<file path="src/rtl/m_axil_pkg.sv">
// m_axil_pkg: shared state encoding, response codes and default widths for the AXI4-Lite master.
package m_axil_pkg;
  typedef enum logic [2:0] {IDLE, WR_REQ, WR_RESP, RD_REQ, RD_DATA, RSP} state_e;
  localparam logic [1:0] RESP_OKAY    = 2'b00;
  localparam logic [1:0] RESP_SLVERR  = 2'b10;
  localparam logic [1:0] RESP_TIMEOUT = 2'b11;
  localparam int ADDR_W      = 6;
  localparam int DATA_W      = 32;
  localparam int TIMEOUT_DEF = 256;
endpackage

</file>
<file path="src/rtl/axil_timeout_cnt.sv">
// axil_timeout_cnt: response-wait counter; expired_o rises CYCLES-1 cycles after clear_i drops.
module axil_timeout_cnt #(
  parameter int CYCLES = 256
) (
  input  logic clk_i,
  input  logic rst_ni,
  input  logic enable_i,
  input  logic clear_i,
  output logic expired_o
);
  localparam int W = $clog2(CYCLES) + 1;
  logic [W-1:0] cnt_q;
  assign expired_o = cnt_q == W'(CYCLES - 1);
  always_ff @(posedge clk_i) begin
    if (!rst_ni || clear_i) cnt_q <= '0;
    else if (enable_i && !expired_o) cnt_q <= cnt_q + 1'b1;
  end
endmodule

</file>
<file path="src/rtl/m_axil_master.sv">
// m_axil_master: single-outstanding command/response to AXI4-Lite master bridge.
// Optional response-wait timeout and sticky TIMEOUT_ERR port with M_AXIL_TIMEOUT_EN.
import m_axil_pkg::*;
module m_axil_master #(
  parameter int M_AXI_ADDR_WIDTH = ADDR_W,
  parameter int M_AXI_DATA_WIDTH = DATA_W,
  parameter int TIMEOUT_CYCLES   = TIMEOUT_DEF
) (
  input  logic                          ACLK,
  input  logic                          ARESETN,
  input  logic                          CMD_VALID,
  output logic                          CMD_READY,
  input  logic                          CMD_WRITE,
  input  logic [M_AXI_ADDR_WIDTH-1:0]   CMD_ADDR,
  input  logic [M_AXI_DATA_WIDTH-1:0]   CMD_WDATA,
  input  logic [M_AXI_DATA_WIDTH/8-1:0] CMD_WSTRB,
  output logic                          RSP_VALID,
  input  logic                          RSP_READY,
  output logic [M_AXI_DATA_WIDTH-1:0]   RSP_RDATA,
  output logic [1:0]                    RSP_RESP,
  output logic [M_AXI_ADDR_WIDTH-1:0]   AWADDR,
  output logic                          AWVALID,
  input  logic                          AWREADY,
  output logic [M_AXI_DATA_WIDTH-1:0]   WDATA,
  output logic [M_AXI_DATA_WIDTH/8-1:0] WSTRB,
  output logic                          WVALID,
  input  logic                          WREADY,
  input  logic [1:0]                    BRESP,
  input  logic                          BVALID,
  output logic                          BREADY,
  output logic [M_AXI_ADDR_WIDTH-1:0]   ARADDR,
  output logic                          ARVALID,
  input  logic                          ARREADY,
  input  logic [M_AXI_DATA_WIDTH-1:0]   RDATA,
  input  logic [1:0]                    RRESP,
  input  logic                          RVALID,
`ifdef M_AXIL_TIMEOUT_EN
  output logic                          TIMEOUT_ERR,
`endif
  output logic                          RREADY
);
  state_e                          state_q;
  logic [M_AXI_ADDR_WIDTH-1:0]     addr_q;
  logic [M_AXI_DATA_WIDTH-1:0]     wdata_q, rsp_rdata_q;
  logic [M_AXI_DATA_WIDTH/8-1:0]   wstrb_q;
  logic [1:0]                      rsp_resp_q;
  logic cmd_ready_q, awvalid_q, wvalid_q, bready_q, arvalid_q, rready_q, rsp_valid_q;
`ifdef M_AXIL_TIMEOUT_EN
  logic expired, timeout_err_q;
  axil_timeout_cnt #(.CYCLES(TIMEOUT_CYCLES)) u_tmo (
    .clk_i(ACLK), .rst_ni(ARESETN), .enable_i(bready_q | rready_q),
    .clear_i(!(bready_q | rready_q)), .expired_o(expired)
  );
  assign TIMEOUT_ERR = timeout_err_q;
`endif
  assign CMD_READY = cmd_ready_q;
  assign RSP_VALID = rsp_valid_q;
  assign RSP_RDATA = rsp_rdata_q;
  assign RSP_RESP  = rsp_resp_q;
  assign AWADDR    = addr_q;
  assign ARADDR    = addr_q;
  assign WDATA     = wdata_q;
  assign WSTRB     = wstrb_q;
  assign AWVALID   = awvalid_q;
  assign WVALID    = wvalid_q;
  assign BREADY    = bready_q;
  assign ARVALID   = arvalid_q;
  assign RREADY    = rready_q;
  always_ff @(posedge ACLK) begin
    if (!ARESETN) begin
      state_q     <= IDLE;
      addr_q      <= '0;
      wdata_q     <= '0;
      wstrb_q     <= '0;
      rsp_rdata_q <= '0;
      rsp_resp_q  <= RESP_OKAY;
      cmd_ready_q <= 1'b1;
      awvalid_q   <= 1'b0;
      wvalid_q    <= 1'b0;
      bready_q    <= 1'b0;
      arvalid_q   <= 1'b0;
      rready_q    <= 1'b0;
      rsp_valid_q <= 1'b0;
`ifdef M_AXIL_TIMEOUT_EN
      timeout_err_q <= 1'b0;
`endif
    end else begin
      case (state_q)
        IDLE: if (CMD_VALID) begin
          addr_q      <= CMD_ADDR;
          wdata_q     <= CMD_WDATA;
          wstrb_q     <= CMD_WSTRB;
          cmd_ready_q <= 1'b0;
          awvalid_q   <= CMD_WRITE;
          wvalid_q    <= CMD_WRITE;
          arvalid_q   <= !CMD_WRITE;
          state_q     <= CMD_WRITE ? WR_REQ : RD_REQ;
        end
        WR_REQ: begin
          // each VALID retires on its own handshake; the phase ends once both have
          if (awvalid_q && AWREADY) awvalid_q <= 1'b0;
          if (wvalid_q && WREADY) wvalid_q <= 1'b0;
          if ((!awvalid_q || AWREADY) && (!wvalid_q || WREADY)) begin
            bready_q <= 1'b1;
            state_q  <= WR_RESP;
          end
        end
        WR_RESP: if (BVALID) begin
          rsp_resp_q  <= BRESP;
          rsp_rdata_q <= '0;
          bready_q    <= 1'b0;
          rsp_valid_q <= 1'b1;
          state_q     <= RSP;
        end
`ifdef M_AXIL_TIMEOUT_EN
        else if (expired) begin
          rsp_resp_q    <= RESP_TIMEOUT;
          rsp_rdata_q   <= '0;
          bready_q      <= 1'b0;
          rsp_valid_q   <= 1'b1;
          timeout_err_q <= 1'b1;
          state_q       <= RSP;
        end
`endif
        RD_REQ: if (ARREADY) begin
          arvalid_q <= 1'b0;
          rready_q  <= 1'b1;
          state_q   <= RD_DATA;
        end
        RD_DATA: if (RVALID) begin
          rsp_resp_q  <= RRESP;
          rsp_rdata_q <= RDATA;
          rready_q    <= 1'b0;
          rsp_valid_q <= 1'b1;
          state_q     <= RSP;
        end
`ifdef M_AXIL_TIMEOUT_EN
        else if (expired) begin
          rsp_resp_q    <= RESP_TIMEOUT;
          rsp_rdata_q   <= '0;
          rready_q      <= 1'b0;
          rsp_valid_q   <= 1'b1;
          timeout_err_q <= 1'b1;
          state_q       <= RSP;
        end
`endif
        RSP: if (RSP_READY) begin
          rsp_valid_q <= 1'b0;
          cmd_ready_q <= 1'b1;
          state_q     <= IDLE;
        end
        default: state_q <= IDLE;
      endcase
    end
  end
endmodule

</file>
<file path="config.mk">
export PLATFORM = sky130hd
export DESIGN_NAME = m_axil_master
export DESIGN_NICKNAME = d
export VERILOG_FILES = /design/src/rtl/m_axil_pkg.sv /design/src/rtl/axil_timeout_cnt.sv /design/src/rtl/m_axil_master.sv
export SDC_FILE = /design/constraint.sdc
export NUM_CORES = 1
export LEC_CHECK = 0
export ABC_CLOCK_PERIOD_IN_PS = 1800
export BUFFER_PORTS_ARGS = -buffer_cell sky130_fd_sc_hd__buf_2
export CELL_PAD_IN_SITES_DETAIL_PLACEMENT = 1
export CELL_PAD_IN_SITES_GLOBAL_PLACEMENT = 1
export CORE_MARGIN = 8
export CORE_UTILIZATION = 33
export CTS_CLUSTER_DIAMETER = 80
export DETAILED_ROUTE_END_ITERATION = 16
export GPL_TIMING_DRIVEN = 0
export HOLD_SLACK_MARGIN = 0.15
export PLACE_DENSITY = 0.91
export SETUP_SLACK_MARGIN = 0.4
export SYNTH_ARGS = -nofsm -noshare
export SYNTH_HDL_FRONTEND = slang
export SYNTH_HIERARCHICAL = 1
export SYNTH_SLANG_ARGS = --single-unit
</file>
<file path="constraint.sdc">
create_clock -name ACLK -period 1.8 [get_ports ACLK]
set_input_delay 0.36 -clock ACLK [delete_from_list [all_inputs] [get_ports ACLK]]
set_output_delay 0.36 -clock ACLK [all_outputs]
set_load 0.05 [all_outputs]
</file>
==> metrics.cfg <==
[run_status]
status = finished clean

[worst_setup_path]
path_cells = buf_6 > nand3b_1 > a21o_1 > buf_12 > clkbuf_16 > a22oi_2 > nor2b_1
crit_fanout = 8
max_stage_delay_ns = 0.36
critPathCaptureType = flop
crit_start = state_q[1]$_SDFFE_PN0P_
worst_ep_arrival_time_ns = 1.75
criticalPathCategory = reg2reg
critPathLaunchType = flop
crit_slowest_cell = dfxtp_2
crit_family = buffers and inverters
timing.critical_path.buf_inv = 3
r2r_slack_ns = 0.30
required_ns = 2.05
r2r_start = state_q[1]$_SDFFE_PN0P_

[synthesis]
syn_avg_cell_area_um2 = 9.51
yosysUniqueCellTypes = 34
ys_seq_area_frac = 0.479
synth_area_mm2 = 0.00359
syn-instance-count = 378
synth_seq_cells = 86
async_reset_ff_frac = 0
synth_top_area_frac = 0.479
synth_nets = 466
ys.flop_type = dfxtp_1
ys.warnings.count = 6
yosysMostFrequentCell = nand2_1
synth_edf_count = 0
ys_top_cells_by_area = dfxtp_1 (48%), a21boi_2 (12%), nand2_1 (9.1%)
synth_area_leader_cell = dfxtp_1
ys_top_cells_by_count = nand2_1 (87), dfxtp_1 (86), nor2b_1 (43)

[timing]
setup_slack_ns = 0.298
finalSetupViolations = 0
max_freq_ghz = 0.666
timing.setup.tns_ns = 0
fin_crit_ns = 1.50
drv_slew = 0
maxSlewHeadroom = 0.675
fin_skew_ns = 0.00730
holdWs_ns = 0.234
rsz0062_at_grt = yes
post-route-period-util = 0.834
final_hold_viol_count = 0
worst_slew_pin_slew_ns = 0.488

[global_route]
met3_usage = 0.0769
top_usage_layer = met2
grtUsageMet1 = 0.177
grt_pass1_wl_um = 20100
met2_usage = 0.307
grt_max_degree = 14
track_usage = 0.171
grt_pass1_vias = 3875
grt_overflow = 0
grt_antenna_before_repair = 0

[clock_network]
root_buffer = clkbuf_8
cts-htree-levels = 3
cts_hold_buf = 0
cts.sink_count = 86
worstSkewPairLatency_ns = 0.35
numCtsBuffers = 9
cts_max_path_buffers = 2
clk_pin_slew_ns = 0.09
cts_tree = yes

[routing]
ant_nets = 0
via_per_inst = 4.77
route.detailed.drc = 0
drt_wl_total_um = 13400
first_iter_violations = 109
vias = 3474
dr.pass1.iters = 4
wl_per_cell_um = 18.4

[power]
total_power_mw = 6.05
powerDensity_mw_per_mm2 = 1090
vdd_drop_max_v = 0.000453
power.leakage_nw = 2.47

[finish]
final_util = 0.516
drive_gt1_frac = 0.567
diodes = 0
final_nets = 673
fillers = 1220
area_growth_pct = 54.3

[place]
post-place-ws_ns = 0.0394
gp_congestion = 0.768
io_buffer_count = 176
hpwl_um = 9500

[floorplan]
die_h_um = 120
initial_core_util = 0.335
die_area_mm2 = 0.0145
rows = 38
core_area_mm2 = 0.0107
die_x_um = 120
io_pins = 177

[min_path]
hold_class = in2reg
worstHoldStart = CMD_ADDR[4]

[job]
max-cap-violations = 0

-- final cells by class --
type,instances,area [um^2],share of cell area
Multi-Input combinational cell,255,1930,0.347
Timing Repair Buffer,196,1210,0.218
Inverter,2,7.51,0.00135
Clock inverter,4,47.5,0.00857
Clock buffer,11,141,0.0255
Tap cell,140,175,0.0316
Sequential cell,86,1730,0.311
Buffer,35,314,0.0566
-- stage by stage --
step | instances | area [um^2]
3_5_place_dp | 694 | 4660
4_1_cts | 724 | 5200
3_3_place_gp | 694 | 4660
2_1_floorplan | 378 | 3600
5_1_grt | 729 | 5550
6_report | 729 | 5550
-- kinds of logic after synthesis --
kind of cell           share of synthesized area
and+or+nand+nor                            0.208
AOI/OAI and AO/OA                          0.241
DFF                                        0.479
buffers and inverters                     0.0578
muxes                                     0.0146
-- state kept, by name (all words and copies together), names as in the netlist, 2 cells and up --
register	cells
ARADDR	6
RSP_RDATA	32
RSP_RESP	2
WDATA	32
WSTRB	4
state_q	3
-- worst min-delay path, cell delays in order --
cell and delay, ns:
buf_2 0.10, nand2_2 0.05, a21boi_2 0.04
-- path summary, 6_finish.rpt --
kind	end	cells past startpoint
worst min register to register	WSTRB[0]$_SDFFE_PN0P_	2
worst max-delay path	RSP_RDATA[19]$_SDFFE_PN0P_	7
worst max register to register	RSP_RDATA[19]$_SDFFE_PN0P_	7
worst min-delay path	ARADDR[4]$_SDFFE_PN0P_	3
-- routing by layer --
layer	wire, um	vias up	part of all wire
li1	-	1686	-
met1	5200	1636	0.39
met2	6780	138	0.51
met3	1260	14	0.094
met4	178	0	0.013
met5	0	-	0
-- cell usage in the layout (no fill, tap or decap), types with 3 or more instances in the layout --
master,n
buf_8,7
a22oi_2,32
nand2_1,78
buf_12,3
o21ai_0,4
clkbuf_2,5
dfxtp_1,82
dfxtp_2,4
nand2_4,7
a21boi_1,4
buf_16,3
buf_4,19
a21boi_2,39
nand2b_1,4
buf_2,156
buf_6,14
clkbuf_4,15
nor2b_1,42
nand3b_1,4
clkbuf_1,9
clkbuf_8,10
nor2_1,3
-- where the power goes --
part	internal [mW]	total, mW	switching (mW)
sequential	2.10	2.22	0.118
combinational	0.947	2.47	1.53
clock	0.669	1.36	0.688
total	3.71	6.05	2.33
-- timing repair --
item / 4_1_cts / 5_1_grt
resized for setup: 57 / 87
cloned: 4 / 1
pin swaps: 12 / 41
setup buffers: 11 / 4
endpoints found under the setup margin: 87 / 103
endpoints found under the hold margin: 0 / 0
Note: power is estimated with default switching activity, not from simulation.
